[src/rtl/pipeline_ctrl_pkg.sv]
// Shared types for the pipeline hazard controller: forwarding selects,
// sequencer states and the bundled per-stage stall/flush controls.
package pipeline_ctrl_pkg;

  typedef enum logic [1:0] {
    FWD_REG = 2'b00,
    FWD_WB  = 2'b01,
    FWD_MEM = 2'b10
  } fwd_sel_t;

  typedef enum logic [1:0] {
    RUN,
    MEM_WAIT,
    ERROR
  } ctrl_state_t;

  typedef struct packed {
    logic stall_f;
    logic stall_d;
    logic stall_e;
    logic stall_m;
    logic flush_d;
    logic flush_e;
    logic flush_w;
  } ctrl_t;

  // Whole-pipe freeze used while the data cache refills.
  localparam ctrl_t CTRL_HOLD = '{stall_f: 1'b1, stall_d: 1'b1, stall_e: 1'b1,
                                  stall_m: 1'b1, flush_d: 1'b0, flush_e: 1'b0,
                                  flush_w: 1'b1};

  // The memory stage holds the younger result, so it wins over writeback.
  function automatic fwd_sel_t fwd_pick(input logic hit_m, input logic hit_w);
    if (hit_m)      return FWD_MEM;
    else if (hit_w) return FWD_WB;
    else            return FWD_REG;
  endfunction

endpackage

[src/rtl/forwarding_unit.sv]
// Execute-stage operand bypass select, one slice per source operand.
module forwarding_unit
  import pipeline_ctrl_pkg::*;
#(
  parameter int REG_ADDR_WIDTH = 5
) (
  input  logic [REG_ADDR_WIDTH-1:0] Rs1E,
  input  logic [REG_ADDR_WIDTH-1:0] Rs2E,
  input  logic [REG_ADDR_WIDTH-1:0] RdM,
  input  logic [REG_ADDR_WIDTH-1:0] RdW,
  input  logic                      RegWriteM,
  input  logic                      RegWriteW,
  output logic [1:0]                ForwardAE,
  output logic [1:0]                ForwardBE
);

  logic [1:0][REG_ADDR_WIDTH-1:0] rs;
  logic [1:0][1:0]                sel;
  logic                           wr_m;
  logic                           wr_w;

  assign rs   = {Rs2E, Rs1E};
  // Register x0 is hardwired to zero and is never a bypass source.
  assign wr_m = RegWriteM && (RdM != '0);
  assign wr_w = RegWriteW && (RdW != '0);

  for (genvar i = 0; i < 2; i++) begin : g_opnd
    assign sel[i] = fwd_pick(wr_m && (RdM == rs[i]), wr_w && (RdW == rs[i]));
  end

  assign ForwardAE = sel[0];
  assign ForwardBE = sel[1];

endmodule

[src/rtl/pipeline_hazard_controller.sv]
// Central 5-stage pipeline sequencer: stall/flush generation, operand
// forwarding, cache-miss hold with timeout, and saturating perf counters.
module pipeline_hazard_controller
  import pipeline_ctrl_pkg::*;
#(
  parameter int REG_ADDR_WIDTH  = 5,
  parameter int CNT_WIDTH       = 32,
  parameter int MAX_MISS_CYCLES = 64
) (
  input  logic                      clk,
  input  logic                      rst_n,
  input  logic [REG_ADDR_WIDTH-1:0] Rs1D,
  input  logic [REG_ADDR_WIDTH-1:0] Rs2D,
  input  logic [REG_ADDR_WIDTH-1:0] Rs1E,
  input  logic [REG_ADDR_WIDTH-1:0] Rs2E,
  input  logic [REG_ADDR_WIDTH-1:0] RdE,
  input  logic [REG_ADDR_WIDTH-1:0] RdM,
  input  logic [REG_ADDR_WIDTH-1:0] RdW,
  input  logic                      RegWriteM,
  input  logic                      RegWriteW,
  input  logic                      LoadE,
  input  logic                      PCSrcE,
  input  logic                      cache_miss_i,
  input  logic                      cache_ready_i,
  output logic                      StallF,
  output logic                      StallD,
  output logic                      StallE,
  output logic                      StallM,
  output logic                      FlushD,
  output logic                      FlushE,
  output logic                      FlushW,
  output logic [1:0]                ForwardAE,
  output logic [1:0]                ForwardBE,
  output logic                      err_o,
  output logic [CNT_WIDTH-1:0]      stall_cycles_o,
  output logic [CNT_WIDTH-1:0]      flush_count_o
);

  localparam int WAIT_W = $clog2(MAX_MISS_CYCLES + 1);

  ctrl_state_t       state, state_n;
  logic [WAIT_W-1:0] wait_cnt, wait_n, wait_inc;
  ctrl_t             run_ctrl, ctrl;
  logic              lw_stall;
  logic              flush_evt;

  forwarding_unit #(.REG_ADDR_WIDTH(REG_ADDR_WIDTH)) u_fwd (
    .Rs1E      (Rs1E),
    .Rs2E      (Rs2E),
    .RdM       (RdM),
    .RdW       (RdW),
    .RegWriteM (RegWriteM),
    .RegWriteW (RegWriteW),
    .ForwardAE (ForwardAE),
    .ForwardBE (ForwardBE)
  );

  assign lw_stall = LoadE && (RdE != '0) && ((RdE == Rs1D) || (RdE == Rs2D));
  assign wait_inc = wait_cnt + WAIT_W'(1);

  // Branch beats load-use: the dependent instruction is squashed anyway.
  always_comb begin
    run_ctrl = '0;
    if (PCSrcE) begin
      run_ctrl.flush_d = 1'b1;
      run_ctrl.flush_e = 1'b1;
    end else if (lw_stall) begin
      run_ctrl.stall_f = 1'b1;
      run_ctrl.stall_d = 1'b1;
      run_ctrl.flush_e = 1'b1;
    end
  end

  always_comb begin
    state_n   = state;
    wait_n    = wait_cnt;
    ctrl      = CTRL_HOLD;
    flush_evt = 1'b0;
    case (state)
      RUN: begin
        if (cache_miss_i) begin
          state_n = MEM_WAIT;
          wait_n  = WAIT_W'(1);
        end else begin
          ctrl      = run_ctrl;
          flush_evt = PCSrcE;
        end
      end
      MEM_WAIT: begin
        if (cache_ready_i) begin
          ctrl      = run_ctrl;
          flush_evt = PCSrcE;
          state_n   = RUN;
          wait_n    = '0;
        end else begin
          wait_n = wait_inc;
          if (wait_inc == WAIT_W'(MAX_MISS_CYCLES)) state_n = ERROR;
        end
      end
      default: state_n = ERROR;
    endcase
  end

  always_ff @(posedge clk or negedge rst_n) begin
    if (!rst_n) begin
      state          <= RUN;
      wait_cnt       <= '0;
      stall_cycles_o <= '0;
      flush_count_o  <= '0;
    end else begin
      state    <= state_n;
      wait_cnt <= wait_n;
      if (ctrl.stall_d && (stall_cycles_o != '1))
        stall_cycles_o <= stall_cycles_o + CNT_WIDTH'(1);
      if (flush_evt && (flush_count_o != '1))
        flush_count_o <= flush_count_o + CNT_WIDTH'(1);
    end
  end

  assign StallF = ctrl.stall_f;
  assign StallD = ctrl.stall_d;
  assign StallE = ctrl.stall_e;
  assign StallM = ctrl.stall_m;
  assign FlushD = ctrl.flush_d;
  assign FlushE = ctrl.flush_e;
  assign FlushW = ctrl.flush_w;
  assign err_o  = (state == ERROR);

endmodule

[config.mk]
export PLATFORM = sky130hd
export DESIGN_NAME = pipeline_hazard_controller
export DESIGN_NICKNAME = d
export VERILOG_FILES = /design/src/rtl/pipeline_ctrl_pkg.sv /design/src/rtl/forwarding_unit.sv /design/src/rtl/pipeline_hazard_controller.sv
export SDC_FILE = /design/constraint.sdc
export NUM_CORES = 1
export LEC_CHECK = 0
export CAP_MARGIN = 15
export CORE_ASPECT_RATIO = 1.1
export CORE_UTILIZATION = 30
export DETAILED_ROUTE_END_ITERATION = 12
export GPL_ROUTABILITY_DRIVEN = 0
export PLACE_DENSITY_LB_ADDON = 0.05
export RECOVER_POWER = 50
export SYNTH_ARGS = -nofsm -noshare
export SYNTH_HDL_FRONTEND = slang
export SYNTH_SLANG_ARGS = --single-unit
[constraint.sdc]
create_clock -name clk -period 2.57 [get_ports clk]
set_clock_uncertainty 0.15 [all_clocks]
set_input_delay 0.514 -clock clk [delete_from_list [all_inputs] [get_ports clk]]
set_output_delay 0.514 -clock clk [all_outputs]
set_load 0.01 [all_outputs]
==> impl_results.md, run 1 <==
* Outcome: finished with violations
* Violated checks: capacitance limit, slew limit
* Grt ovf at 0
* Avg Cell Area, Syn at between 10 and 15 um2
* CTS tree: done
* Clock Tree Root: clkbuf_16
* FF-to-FF setup slack at 0.27 ns
* Max VDD drop at roughly 0.39 mV
* Setup CP Type: primary input to primary output
* Asr flop ratio synth at between 90% and 100%
* Power density cells at around 570 nW/um2
* CP Data Required Time at 1.91 ns
* Area of the multi-input gates at 2060 um2
* Cell area after layout at 5890 um2
* Diode count at 0
* Final hold violation count at 0
* WL/cell at around 14 um
* CP max stage cell: or4_1
* Fin crit period at 2.55 ns
* Num rows at 42
* Worst-path cell chain: dlygate4sd2_1 -> xor2_1 -> or4_1 -> nor4_2 -> buf_2
* Ports at between 100 and 150
* Drt drc at 0
* Crit start category: primary input
* Fillers at around 1,200
* Setup violations, final at 0
* Hold Crit Class: flip-flop to flip-flop
* Top cells by area, synth: dfrtp_1, xnor2_1, xor2_1
* Clock Tree Buf Depth at 2
* Register area at 1830 um2
* Final Max Tran Viols at 74
* Drt total wl at 9750 um
* Die Y at 121 um
* Skew-Pair Late Insertion Delay at between 0.3 and 0.4 ns
* Num CTS Buffers at 9
* Avg Vias per Cell at between 4 and 5
* H-tree depth at 3
* RSZ-0062 raised after global routing: yes
* Clk slew on worst S/H paths at around 0.060 ns
* I/O Buffers at roughly 120
* CP max stage delay at 0.51 ns
* Cell with the most instances after synthesis: dfrtp_1
* Synth Cell Area at 3840 um2
* Total Power at roughly 3400 uW
* Register area share after synthesis at a little under half
* Data arrival, critical path at about 1.9 ns
* Yosys Warn Count at 0
* Slew margin rel. at -21.8%
* CP endpoint kind: primary output
* Hold WS at about 0.33 ns
* Worst-Margin Slew at approximately 1.8 ns
* Horiz. Die Dim at 110 um
* Yosys top cell area share at 47.6%
* CTS Sinks at 73
* Initial Util at around a third
* Syn_nets at 427
* Synth area leader: dfrtp_1
* Final period util at 99.2%
* Area delta synth->final at 53.2%
* Initial antenna violation count at 0
* DP Area at 5440 um2
* Post-detail-place hpwl at around 7000 um
* Crit path buf inv count at 2
* Max-cap violation count at 1
* Cell family with most CP delay: simple AND/OR/NAND/NOR gates
* First-pass GRT wire length at around 16,000 um
* Vias in the first global route at roughly 3,400
* Router iterations before antenna repair at 4
* Synth cell types at 39
* Predominant post-synthesis flop cell: dfrtp_1
* Largest net degree at the start of global routing at 74
* Post-synth EDFFs at 0
* Antenna-violating nets left at 0
* Layout cells sized above 1 at around 17%
* Post-layout net count at between 500 and 600
* Maximum fanout along the worst path at 2
* Synth cell count leaders: dfrtp_1, xnor2_1, xor2_1, nand3_1, nor2_1
* Via count at around 3,400
* Setup_tns at 0 ns
* Post-Syn Instances at 381
* Die area at 13,300 um2
* Leakage power at 0.00269 uW
* All-Layer GR Usage at about 16%
* Yosys reg bits at 73
* Core area at 12,200 um2
* Initial DRC Count at 78
* FMAX at between 300 and 400 MHz
[sequential cells by signal, indices dropped and copies added (netlist names)]
| signal | flops |
|---|---|
| flush_count_o | 32 |
| stall_cycles_o | 32 |
| wait_cnt | 7 |
| state | 2 |
[metrics by stage]
stage	setup slack, ns	utilization (%)	instances
after floorplan	0.0987	-	381
after global placement	-0.822	44.5	679
after detailed placement	-0.832	44.5	679
after CTS	0.00185	47.4	696
after global routing	-0.0447	48.1	700
final	0.0195	48.1	700
[per-layer routing]
metal / wire [um] / global-route usage (%) / vias to the layer above
li1: - / - / 1646
met1: 4310 / 18.6 / 1619
met2: 4640 / 25.3 / 91
met3: 606 / 5.44 / 15
met4: 193 / 6.92 / 0
met5: 0 / 0 / -
[cells by family after synthesis]
| group | synth area share (%) |
|---|---|
| muxes | 0.293 |
| buffers and inverters | 2.38 |
| and+or+nand+nor | 23.8 |
| adders and majority gates | 0.977 |
| AOI/OAI and AO/OA | 3.75 |
| xor gates and xnor gates | 21.2 |
| DFF | 47.6 |
[final timing paths]
path / from / to / cells after the start
worst max-delay path: Rs2E[4] / ForwardBE[0] / 5
worst min-delay path: flush_count_o[29] / flush_count_o[29] / 1
worst max register to register: flush_count_o[0] / flush_count_o[28] / 9
worst min register to register: flush_count_o[29] / flush_count_o[29] / 1
max in group asynchronous: rst_n / state[0] / 2
min in group asynchronous: rst_n / stall_cycles_o[5] / 2
[worst reg2reg max path: stages (launching register included)]
cell	delay, ns
dfrtp_1	0.41
ha_1	0.21
nand3_2	0.10
or2_0	0.24
buf_4	0.17
nor4_1	0.23
buf_4	0.18
and3_1	0.25
nand3_1	0.12
xnor2_1	0.13
[what timing repair did]
| action | CTS | global route |
|---|---|---|
| pin swaps | 12 | 4 |
| endpoints found under the setup margin | 41 | 33 |
| cloned | 0 | 2 |
| buffers inserted | 1 | 2 |
| hold buffers | 0 | 0 |
| endpoints found under the hold margin | 0 | 0 |
| resized for setup | 92 | 6 |
[report_power, final]
| group | switching, uW | internal, uW |
|---|---|---|
| combinational | 322 | 422 |
| clock | 489 | 750 |
| sequential | 132 | 1250 |
[cell type report]
cell class,instances,area share [%]
Multi-Input combinational cell,290,34.9
Tap cell,154,3.27
Clock buffer,11,3.95
Clock inverter,5,0.957
Sequential cell,73,31.0
Inverter,8,0.510
Timing Repair Buffer,159,25.3
[cells in the final DEF (no fill, tap or decap), types with 2 or more instances in the layout]
| cell | instances |
|---|---|
| and2_1 | 3 |
| and3_1 | 22 |
| and4_1 | 5 |
| buf_12 | 2 |
| buf_2 | 9 |
| buf_4 | 34 |
| buf_6 | 3 |
| clkbuf_1 | 2 |
| clkbuf_16 | 11 |
| clkdlybuf4s15_1 | 6 |
| clkdlybuf4s50_1 | 58 |
| clkinv_2 | 2 |
| dfrtp_1 | 73 |
| dlygate4sd2_1 | 17 |
| dlygate4sd3_1 | 26 |
| ha_1 | 3 |
| inv_1 | 8 |
| nand2_1 | 25 |
| nand2_2 | 3 |
| nand2b_1 | 3 |
| nand3_1 | 31 |
| nand4_1 | 20 |
| nor2_1 | 28 |
| nor3_1 | 6 |
| nor3_2 | 2 |
| nor4_1 | 4 |
| nor4_4 | 4 |
| o21ai_0 | 10 |
| o21ai_2 | 2 |
| or2_1 | 2 |
| or4_1 | 2 |
| or4_4 | 4 |
| xnor2_1 | 52 |
| xor2_1 | 40 |
(Power assumes the default switching activity.)
==> inputs of run 2 (changes only) <==
--- a/config.mk
+++ b/config.mk
@@ -7,7 +7,7 @@
 export LEC_CHECK = 0
 export CAP_MARGIN = 15
 export CORE_ASPECT_RATIO = 1.1
-export CORE_UTILIZATION = 30
+export CORE_UTILIZATION = 47
 export DETAILED_ROUTE_END_ITERATION = 12
 export GPL_ROUTABILITY_DRIVEN = 0
 export PLACE_DENSITY_LB_ADDON = 0.05
==> run 2 against run 1 <==
  * Worst setup slack lost 0.030 ns
  * First-iteration DRC count grew 22%
  * The flow finishes with violations (capacitance limit, slew limit, setup timing)
  * Non-clock buffer count is 3 lower
  * Core utilization increased by 23 points
  * Sequential cell count unchanged
  * Via count increased by 0.33%
  * Worst hold slack worse by 0.0035 ns
  * Critical path depth increased by 2
  * Clock power fell by 27%
  * Largest cell class unchanged
  * Register-to-register slack got worse by 0.08 ns
  * Wire length fell by 3.8%
  * Global-route usage is 6.8 points higher
==> impl_results.md, run 2 (synthesized netlist as in run 1, its figures left out) <==
* Hold Crit Class: flip-flop to flip-flop
* CP endpoint kind: primary output
* Violated checks: capacitance limit, slew limit, setup timing
* Via count at roughly 3,400
* Clock Tree Buf Depth at 2
* Crit start category: primary input
* FF-to-FF setup slack at around 0.19 ns
* Clock Tree Root: clkbuf_8
* Data arrival, critical path at approximately 1.9 ns
* Initial Util at 48.5%
* Worst r2r path cells at 8
* R2R Path End: flush_count_o[18]
* All-Layer GR Usage at between 20% and 30%
* Diode count at 0
* Commonest non-fill, non-tap cell in the layout: dfrtp_1
* Maximum fanout along the worst path at 2
* Leading cell types in the layout, fill and taps excluded: dfrtp_1, xnor2_1, clkdlybuf4s50_1
* Num rows at 34
* Router iterations before antenna repair at 7
* FMAX at between 300 and 400 MHz
* Cell area after layout at between 5000 and 6000 um2
* Drt total wl at 9380 um
* Core area at roughly 8000 um2
* Hold WS at approximately 0.33 ns
* Post-detail-place hpwl at roughly 6700 um
* Avg Vias per Cell at roughly 5.2
* Horiz. Die Dim at about 88 um
* Final period util at 100%
* Num CTS Buffers at 9
* Leakage power at 0.00265 uW
* I/O Buffers at approximately 120
* Power density cells at between 500 and 600 nW/um2
* CTS tree: done
* Initial DRC Count at 95
* Area delta synth->final at 46.7%
* First-pass GRT wire length at approximately 15,000 um
* Antenna-violating nets left at 0
* Largest net degree at the start of global routing at between 70 and 80
* WL/cell at about 14 um
* Max-cap violation count at 1
* Layout cells sized above 1 at 17.5%
* DP Area at between 5000 and 6000 um2
* Clk slew on worst S/H paths at around 0.08 ns
* Fin crit period at 2.58 ns
* RSZ-0062 raised after global routing: yes
* Die Y at just under 100 um
* Post-route setup slack at -0.0107 ns
* DP Worst Slack at -0.783 ns
* Setup CP Type: primary input to primary output
* Initial antenna violation count at 0
* WHS Endpoint: stall_cycles_o[6]
* H-tree depth at 3
* Post-layout net count at 584
* Setup violations, final at 1
* Fin util at slightly above 70%
* Final Max Tran Viols at 74
* Final hold violation count at 0
* Drt drc at 0
* Skew-Pair Late Insertion Delay at approximately 0.35 ns
* Worst-Margin Slew at around 1.8 ns
* Biggest regs: flush_count_o (32), stall_cycles_o (32), wait_cnt (7)
* Hold Startpoint: stall_cycles_o[6]
* CP Data Required Time at between 1.5 and 2 ns
* Grt ovf at 0
* Reg-to-reg critical path startpoint: flush_count_o[0]
* CTS Sinks at 73
* Max VDD drop at ~0.33 mV
* Ports at ~120
* Hold Path Cell Cnt at 1
* Die area at 8540 um2
* Slew margin rel. at -19.4%
* Outcome: finished with violations
* Vias in the first global route at 3,259
==> run 2: cell types whose count changed in the layout (fill, tap and decap cells not counted), moves of 3 or more <==
cell	change
clkbuf_8	+9
clkdlybuf4s50_1	-12
dlymetal6s2s_1	+6
clkbuf_16	-11
buf_4	-4
buf_6	+4
nor4_2	+3
clkbuf_2	+6
==> run 2: report_power, final <==
group / switching, uW / internal (uW)
clock: 450 / 452
sequential: 127 / 1250
combinational: 317 / 397
total: 894 / 2100
==> run 2: worst max-delay path by stage <==
stage,slack (ns),depth (start not counted),from,to
finish,-0.01,7,RdM[2],ForwardAE[0]
global route,-0.08,7,RdM[2],ForwardAE[0]
detailed placement,-0.78,6,RdM[3],ForwardBE[0]
CTS,-0.01,7,RdM[2],ForwardBE[0]
global placement,-0.82,6,RdM[0],ForwardBE[0]
floorplan,0.1,4,RdM[0],ForwardAE[0]
==> run 2: cell type report <==
cell class | count | area (um2)
sequential | 73 | 1830
tap | 108 | 135
fill | 658 | 2280
timing repair buffer | 156 | 1420
clock buffer | 10 | 128
multi-input combinational | 290 | 2030
clock inverter | 6 | 67.6
inverter | 8 | 30.0
==> run 2: timing repair <==
item | 4_1_cts | 5_1_grt
endpoints found under the setup margin | 39 | 38
pin swaps | 13 | 16
gates cloned | 0 | 3
buffers inserted | 6 | 0
hold buffers | 0 | 0
hold endpoints to repair | 0 | 0
gates resized for setup | 89 | 27
==> run 2: critical path, cell delays in order <==
cell and delay [ns]:
buf_6 0.09, or4_4 0.52, o21ai_2 0.15, buf_4 0.14
nor4_4 0.04, nor4_2 0.29, buf_2 0.18
==> run 2: through the flow <==
step / TNS (ns) / std cells / total power (uW)
6_report: -0.0107 / 651 / 2990
3_3_place_gp: -15.36 / 626 / 2080
3_5_place_dp: -18.32 / 626 / 2100
2_1_floorplan: 0 / 381 / 1690
4_1_cts: -0.00969 / 648 / 3010
5_1_grt: -0.109 / 651 / 3140
==> run 2: layer usage <==
layer / up-vias / global-route usage (%) / share of wire [%]
met5: - / 0 / 0
met4: 0 / 8.19 / 2.0
met3: 16 / 6.40 / 5.1
met2: 93 / 36.6 / 50
met1: 1636 / 28.0 / 43
li1: 1637 / - / -
==> inputs of run 3 (changes only) <==
--- a/config.mk
+++ b/config.mk
@@ -7,7 +7,7 @@
 export LEC_CHECK = 0
 export CAP_MARGIN = 15
 export CORE_ASPECT_RATIO = 1.1
-export CORE_UTILIZATION = 47
+export CORE_UTILIZATION = 45
 export DETAILED_ROUTE_END_ITERATION = 12
 export GPL_ROUTABILITY_DRIVEN = 0
 export PLACE_DENSITY_LB_ADDON = 0.05
==> run 3 against run 2 <==
  * The flow now finishes without violations
  * Clock-buffer cell count unchanged
  * Final cell count grew 1.2%
  * Non-clock buffer count increased by 9
  * Cell area increased by 1.5%
  * Critical path type unchanged
  * Highest routed layer unchanged
==> impl_results.md, run 3 (synthesized netlist as in run 1, its figures left out) <==
* Drt drc at 0
* H-tree depth at 3
* Slew margin rel. at about a fifth
* I/O Buffers at ~120
* Skew-Pair Late Insertion Delay at between 0.3 and 0.4 ns
* Initial DRC Count at approximately 110
* Die Y at about 100 um
* Worst Setup SP: Rs2E[4]
* CTS tree: done
* First-pass GRT wire length at approximately 16,000 um
* Data arrival, critical path at 1.90 ns
* Largest net degree at the start of global routing at 36
* Maximum fanout along the worst path at 2
* Biggest regs: flush_count_o (32), stall_cycles_o (32), wait_cnt (7)
* Clock Tree Buf Depth at 2
* Reg-to-reg critical path startpoint: stall_cycles_o[11]
* Diode count at 0
* Final Max Tran Viols at 0
* Clk slew on worst S/H paths at ~0.070 ns
* Vias in the first global route at about 3,300
* CTS Sinks at between 70 and 80
* RSZ-0062 raised after global routing: yes
* Antenna-violating nets left at 0
* Final hold violation count at 0
* Router iterations before antenna repair at 4
* Fin util at a little over two thirds
* Setup CP Type: primary input to primary output
* Num CTS Buffers at 9
* Avg Vias per Cell at slightly above 5
* Fin crit period at approximately 2.6 ns
* Commonest non-fill, non-tap cell in the layout: dfrtp_1
* Max-cap violation count at 0
* Post-layout net count at around 590
* Ports at 119
* CP endpoint kind: primary output
* Hold buffer count at cts at 0
* Setup violations, final at 0
* Post-detail-place hpwl at slightly below 7000 um
* Layout cells sized above 1 at 18.9%
* Initial antenna violation count at 0
* Post-route setup slack at ~0.0016 ns
* Power density cells at ~530 nW/um2
* Leakage power at ~0.0027 uW
* Core area at around 8100 um2
* Die area at 8910 um2
* Final period util at 99.9%
* CP Data Required Time at roughly 1.9 ns
* Initial Util at between 40% and 50%
* Crit start category: primary input
* Via count at between 3,000 and 4,000
* Horiz. Die Dim at between 90 and 100 um
* Worst r2r path cells at 7
* Hold Crit Class: primary input to async pin
* Leading cell types in the layout, fill and taps excluded: dfrtp_1, xnor2_1, clkdlybuf4s50_1
* Clock Tree Root: clkbuf_8
* Num rows at 34
* Worst-Margin Slew at approximately 1.2 ns
* Outcome: completed
* Grt ovf at 0
* All-Layer GR Usage at a little over a fifth
* WL/cell at about 14 um
* Drt total wl at between 9000 and 10,000 um
* DP Worst Slack at -0.899 ns
* Max VDD drop at 0.268 mV
* FMAX at about 390 MHz
* Area delta synth->final at 48.8%
==> run 3: changes by cell type in the layout (fill, tap and decap cells not counted), moves of 2 or more <==
cell	previous run	this run
clkdlybuf4s15_2	3	1
buf_4	30	40
clkdlybuf4s15_1	4	6
dlygate4sd2_1	17	15
nor4_2	4	1
buf_2	8	6
nor4_4	2	4
dlygate4sd3_1	28	26
==> run 3: layout make-up <==
class                      instances  area [um2]
timing repair buffer             165        1480
sequential                        73        1830
multi-input combinational        290        2050
inverter                           8        30.0
tap                              108         135
fill                             637        2370
clock inverter                     5        56.3
clock buffer                      10         138
==> run 3: what timing repair did <==
item                                    in CTS  in global routing
endpoints found under the hold margin        0                  0
cloned                                       2                  0
endpoints found under the setup margin      33                 39
pin swaps                                   15                 14
gates resized for setup                    100                 28
buffers inserted                             5                  3
==> run 3: power breakdown <==
part,leakage [uW],total (uW),switching (uW),internal [uW]
Clock,0.0000981,881,414,467
Sequential,0.000979,1380,130,1250
Combinational,0.00163,743,330,413
==> run 3: through the flow <==
stage	hold slack (ns)	std cells	setup TNS [ns]	instance area (um2)	power, uW
2_1_floorplan	0.0684	381	0	3840	1690
3_3_place_gp	0.326	635	-17.01	5390	2100
4_1_cts	0.000475	657	-0.00137	5700	3030
3_5_place_dp	0.327	635	-18.45	5390	2120
5_1_grt	0.327	659	-0.0465	5720	3160
6_report	0.238	659	0	5720	3000
==> run 3: path summary, 6_finish.rpt <==
path | end | slack, ns
worst max-delay path | ForwardBE[0] | 0.002
worst min-delay path | stall_cycles_o[6] | 0.24
worst max register to register | stall_cycles_o[1] | 0.28
worst min register to register | flush_count_o[29] | 0.33
max in group asynchronous | flush_count_o[4] | 0.54
min in group clk | flush_count_o[29] | 0.33
==> run 3: critical path, cell delays in order <==
cell           delay (ns)
dlygate4sd2_1        0.25
xor2_1               0.14
or4_4                0.53
nor4_4               0.29
buf_2                0.17
==> run 3: per-layer routing <==
layer	up-vias	global-route usage (%)	wire (um)
li1	1648	-	-
met1	1670	28.1	4140
met2	90	36.6	4520
met3	11	5.56	497
met4	0	6.33	115
met5	-	0	0
